**src/rtl/mem_access_stage.sv**
```systemverilog
// mem_access_stage: MEM stage, runs loads/stores on a req/ack data bus, resolves branches.
module mem_access_stage #(
    parameter int XLEN = 32
) (
    input  logic            clk,
    input  logic            rst,
    input  logic [XLEN-1:0] pcWithImm_i,
    input  logic            zero_i,
    input  logic [XLEN-1:0] alu_result_i,
    input  logic            branch_i,
    input  logic            mem_rena_i,
    input  logic            mem_wena_i,
    input  logic            mem2reg_i,
    input  logic [XLEN-1:0] reg2_data_i,
    input  logic [2:0]      funct3_i,
    input  logic [4:0]      reg_waddr_i,
    input  logic            reg_wena_i,
    output logic            pc_src_o,
    output logic [XLEN-1:0] branch_target_o,
    output logic            stall_o,
    output logic            dmem_req_o,
    output logic            dmem_we_o,
    output logic [XLEN-1:0] dmem_addr_o,
    output logic [XLEN-1:0] dmem_wdata_o,
    output logic [3:0]      dmem_be_o,
    input  logic [XLEN-1:0] dmem_rdata_i,
    input  logic            dmem_ack_i,
    output logic            wb_valid_o,
    output logic [XLEN-1:0] wb_data_o,
    output logic [4:0]      wb_waddr_o,
    output logic            wb_wena_o,
    output logic            misalign_o
);
    localparam logic [0:0] IDLE = 1'b0;
    localparam logic [0:0] BUS  = 1'b1;

    logic [0:0]      state;
    logic [2:0]      q_f3;
    logic [1:0]      q_off;
    logic            q_load;
    logic            q_wena;
    logic [1:0]      off;
    logic            mem_op;
    logic            mis_op;
    logic            start;
    logic [3:0]      be_n;
    logic [XLEN-1:0] wdata_n;
    logic [7:0]      ld_byte;
    logic [15:0]     ld_half;
    logic [XLEN-1:0] load_val;
    logic            unused;

    assign unused = mem2reg_i;
    assign off    = alu_result_i[1:0];
    assign mem_op = mem_rena_i | mem_wena_i;
    // funct3[1] set means word-sized, which also covers the reserved encodings
    assign mis_op = mem_op & ((funct3_i[1] & (off != 2'b00)) | (~funct3_i[1] & funct3_i[0] & off[0]));
    assign start  = (state == IDLE) & mem_op & ~mis_op;

    assign stall_o         = start | ((state == BUS) & ~dmem_ack_i);
    assign pc_src_o        = branch_i & zero_i & ~stall_o;
    assign branch_target_o = pcWithImm_i;

    assign be_n    = funct3_i[1] ? 4'b1111 : funct3_i[0] ? (4'b0011 << off) : (4'b0001 << off);
    assign wdata_n = funct3_i[1] ? reg2_data_i : funct3_i[0] ? {(XLEN/16){reg2_data_i[15:0]}} : {(XLEN/8){reg2_data_i[7:0]}};

    assign ld_byte  = dmem_rdata_i[{q_off, 3'b000} +: 8];
    assign ld_half  = dmem_rdata_i[{q_off[1], 4'b0000} +: 16];
    assign load_val = q_f3[1] ? dmem_rdata_i
                    : q_f3[0] ? {{(XLEN-16){~q_f3[2] & ld_half[15]}}, ld_half}
                    : {{(XLEN-8){~q_f3[2] & ld_byte[7]}}, ld_byte};

    always_ff @(posedge clk) begin
        if (rst) begin
            state        <= IDLE;
            dmem_req_o   <= 1'b0;
            dmem_we_o    <= 1'b0;
            dmem_addr_o  <= '0;
            dmem_wdata_o <= '0;
            dmem_be_o    <= 4'b0000;
            wb_valid_o   <= 1'b0;
            wb_data_o    <= '0;
            wb_waddr_o   <= 5'd0;
            wb_wena_o    <= 1'b0;
            misalign_o   <= 1'b0;
            q_f3         <= 3'd0;
            q_off        <= 2'd0;
            q_load       <= 1'b0;
            q_wena       <= 1'b0;
        end else if (state == IDLE) begin
            if (start) begin
                state        <= BUS;
                dmem_req_o   <= 1'b1;
                dmem_we_o    <= ~mem_rena_i;
                dmem_addr_o  <= {alu_result_i[XLEN-1:2], 2'b00};
                dmem_be_o    <= be_n;
                dmem_wdata_o <= wdata_n;
                q_f3         <= funct3_i;
                q_off        <= off;
                q_load       <= mem_rena_i;
                q_wena       <= reg_wena_i;
                wb_valid_o   <= 1'b0;
                wb_wena_o    <= 1'b0;
                wb_waddr_o   <= reg_waddr_i;
                misalign_o   <= 1'b0;
            end else begin
                wb_valid_o   <= 1'b1;
                wb_data_o    <= alu_result_i;
                wb_waddr_o   <= reg_waddr_i;
                wb_wena_o    <= reg_wena_i & ~mis_op;
                misalign_o   <= mis_op;
            end
        end else if (dmem_ack_i) begin
            state      <= IDLE;
            dmem_req_o <= 1'b0;
            wb_valid_o <= 1'b1;
            wb_wena_o  <= q_load & q_wena;
            wb_data_o  <= q_load ? load_val : wb_data_o;
        end
    end
endmodule

```
**config.mk**
```make
export PLATFORM = sky130hd
export DESIGN_NAME = mem_access_stage
export DESIGN_NICKNAME = d
export VERILOG_FILES = /design/src/rtl/mem_access_stage.sv
export SDC_FILE = /design/constraint.sdc
export NUM_CORES = 1
export LEC_CHECK = 0
export BUFFER_PORTS_ARGS = -buffer_cell sky130_fd_sc_hd__buf_2
export CAP_MARGIN = 0
export CORE_MARGIN = 2
export CORE_UTILIZATION = 45
export CTS_BUF_LIST = sky130_fd_sc_hd__clkbuf_16
export CTS_CLUSTER_DIAMETER = 80
export DETAILED_ROUTE_END_ITERATION = 10
export PLACE_DENSITY = 0.74
export SYNTH_ARGS = -nofsm -noshare
export SYNTH_HDL_FRONTEND = slang
export SYNTH_SLANG_ARGS = --single-unit
```
**constraint.sdc**
```tcl
create_clock -name clk -period 3.76 [get_ports clk]
set_input_delay 0.376 -clock clk [delete_from_list [all_inputs] [get_ports clk]]
set_output_delay 0.376 -clock clk [all_outputs]
set_load 0.005 [all_outputs]
```
==> results by group <==
Clock tree
  – PostCTS Resize Cnt: 0
  – CTS Hold Bufs: 0
  – CTS tree: done
  – Root Buffer: clkbuf_16
  – Post-CTS Setup Repair Bufs: 0
  – Skew-Pair Late Insertion Delay: 0.41 ns
  – TritonCTS Sinks: 116
  – Total CTS buffers: 17
  – Clk pin slew, worst setup/hold paths: 0.05 ns
  – CTS max path bufs: 2
  – Max H-tree Level: 4

Final layout
  – N_diodes: 0
  – Final Instance Area: 7390 µm²
  – Non-Filler Instances: 1081
  – Final net count: 1037
  – Util after Layout: 56.5%
  – Layout cell share with drive strength beyond 1: 31.2%
  – Layout area overhead: 24.2%

Die
  – FP Rows: 42
  – Die width: 119 µm
  – Core area: 13100 µm²
  – I/O pins: 289
  – Die ar.: 14200 µm²
  – Starting Density: 45.4%
  – Die height: 119 µm

Global routing
  – Met2 Use GR: 40.8%
  – Antenna violations before repair: 0
  – Global-route track usage on met1: 31.6%
  – Global route hottest layer: met2
  – Met3 usage: 8.48%
  – Largest net degree at the start of global routing: 61
  – Vias in the first global route: 5598
  – Grt total ovfl: 0
  – First-pass GRT wire length: 28.6 mm
  – Total Routing Usage GR: 25.5%

Timing
  – Tmin final: 2.41 ns
  – Slew Limit Fails: 0
  – Tcrit/Tclk final: 64.1%
  – Worst Skew: 0.00698 ns
  – Setup violators final: 0
  – Worst-Margin Slew: 1.05 ns
  – Final hold viol count: 0
  – Setup TNS: 0 ns
  – Max Freq: 415 MHz
  – Worst slew margin: 29.9%
  – RSZ-0062 raised after global routing: false

Routing
  – Post-route ant nets: 0
  – DRT Pass-1 Iters: 6
  – Starting DRT DRC Count: 594
  – DRT Wirelength: 18.0 mm
  – Average wire per standard cell: 16.7 µm
  – DRC: 0
  – DR vias/cell: 5.51
  – Routed via count: 5953

Synth
  – Share of the synthesized area in the top cell type: 39.0%
  – Unique masters post-synth: 49
  – Post-Syn Area: 5950 µm²
  – Cell taking the most area after synthesis: dfxtp_1
  – Seq/Total Area, Yosys: 39.0%
  – Post-synth top cells: 148 x nand2_1, 116 x dfxtp_1, 65 x a21oi_1, 54 x nor2_1, 45 x o21ai_0
  – Area contributors post-synth: dfxtp_1 39%, nand2_1 9.3%, a21oi_1 5.5%
  – Post-synth ARST share: 0%
  – Syn Inst Count: 743
  – Synth warn: 0
  – Post-synth EDFFs: 0
  – Dominant cell by count in the synthesized netlist: nand2_1
  – Top FF cell, synth: dfxtp_1
  – Average size of a mapped cell: 8.00 µm²
  – #FFs+latches synth: 116

Worst setup path
  – CP arrival: 2.03 ns
  – Crit start category: input pin
  – Kind of end point of the critical path: output port
  – Worst endpoint required time: 3.38 ns
  – Crit Path Class: in -> out
  – Max FO, Critical Path: 22

Place
  – Placed cell area: 6790 µm²
  – Final GP Congestion: 0.852
  – HPWL after detailed placement: 12.4 mm
  – Placed instance count: 1049
  – Port Buffers: 221

Run
  – Max Cap Violations: 0

Min path
  – Min-Delay Path Class: in -> reg

Run status
  – Run status: finished clean

Power
  – Power Total: 3700 µW
  – Leak: 0.00325 µW
  – Peak VDD IR: 0.287 mV
  – Pwr Density: 501 nW/µm²
## stage by stage
stage	hold slack, ns	worst slack, ns
2_1_floorplan	0.437	1.70
3_3_place_gp	0.439	1.38
3_5_place_dp	0.443	1.35
4_1_cts	0.184	1.34
5_1_grt	0.186	1.28
6_report	0.197	1.35
## logic make-up after synthesis
logic type	after synthesis	synth area share, %
AND/OR/NAND/NOR	260	20.3
AO/OA/AOI/OAI	214	24.8
buffers and inverters	125	11.0
XOR/XNOR	1	0.147
other	1	0.0631
multiplexers	26	4.61
flip-flops	116	39.0
## sequential cells by signal, summed over array words and instances, names as in the netlist
name	cells
dmem_req_o	1
q_off	2
wb_wena_o	1
q_load	1
dmem_we_o	1
wb_valid_o	1
dmem_addr_o	30
dmem_wdata_o	32
misalign_o	1
q_wena	1
q_f3	3
wb_waddr_o	5
wb_data_o	32
state	1
dmem_be_o	4
## cells in the final DEF, fill, tap and decap left out, types with 2 or more instances in the layout
| cell type | instances |
|---|---|
| a211oi_2 | 7 |
| a211o_1 | 8 |
| a21oi_1 | 65 |
| conb_1 | 2 |
| o211ai_1 | 24 |
| nand4b_1 | 7 |
| nand2_1 | 148 |
| nand2b_1 | 10 |
| a311oi_1 | 15 |
| nand3_1 | 3 |
| and2_1 | 2 |
| a311oi_2 | 3 |
| buf_2 | 220 |
| dfxtp_1 | 115 |
| buf_4 | 10 |
| nor2_1 | 54 |
| and3b_1 | 7 |
| bufinv_16 | 4 |
| a41oi_1 | 8 |
| clkinvlp_4 | 2 |
| o21ai_0 | 45 |
| nand3b_1 | 7 |
| clkbuf_16 | 17 |
| or4b_2 | 7 |
| a211oi_1 | 17 |
| nor3_1 | 2 |
| clkinv_2 | 3 |
| clkinv_1 | 4 |
| or3_1 | 3 |
| inv_1 | 26 |
| a32o_1 | 17 |
| mux2i_1 | 24 |
## routing by layer
| layer | share of wire (%) | wire [µm] |
|---|---|---|
| met1 | 42 | 7610 |
| met2 | 47 | 8460 |
| met3 | 8.5 | 1540 |
| met4 | 2.4 | 425 |
| met5 | 0 | 0 |
## report_power, final
part	internal (µW)	switching [µW]
sequential	1340	74.9
combinational	271	367
clock	1090	560
total	2700	1000
## critical path, cell delays in order
cell    delay (ns)
buf_2         0.26
and2_1        0.28
or4_2         0.63
and2_1        0.19
and3_1        0.17
buf_2         0.12
## path summary, 6_finish.rpt
| path | start | endpoint | slack [ns] | cells after the start |
|---|---|---|---|---|
| hold reg to reg | dmem_wdata_o[5]$_SDFFE_PP0P_ | dmem_wdata_o[5]$_SDFFE_PP0P_ | 0.45 | 2 |
| setup reg to reg | q_off[1]$_SDFFE_PP0P_ | wb_data_o[14]$_SDFFE_PP0P_ | 1.45 | 4 |
| hold / removal | reg_waddr_i[4] | wb_waddr_o[4]$_SDFFE_PP0N_ | 0.20 | 3 |
| setup / recovery | funct3_i[0] | pc_src_o | 1.35 | 6 |
## final cells by class
| class | count | area, µm² |
|---|---|---|
| clock buffers | 17 | 425 |
| flip-flops and latches | 116 | 2320 |
| clock inverters | 15 | 173 |
| multi-input cells | 503 | 2980 |
| repair buffers | 230 | 1180 |
| fillers | 1272 | 5700 |
| well taps | 176 | 220 |
| inverters | 24 | 90.1 |
Note: power is estimated with default switching activity, not from simulation.
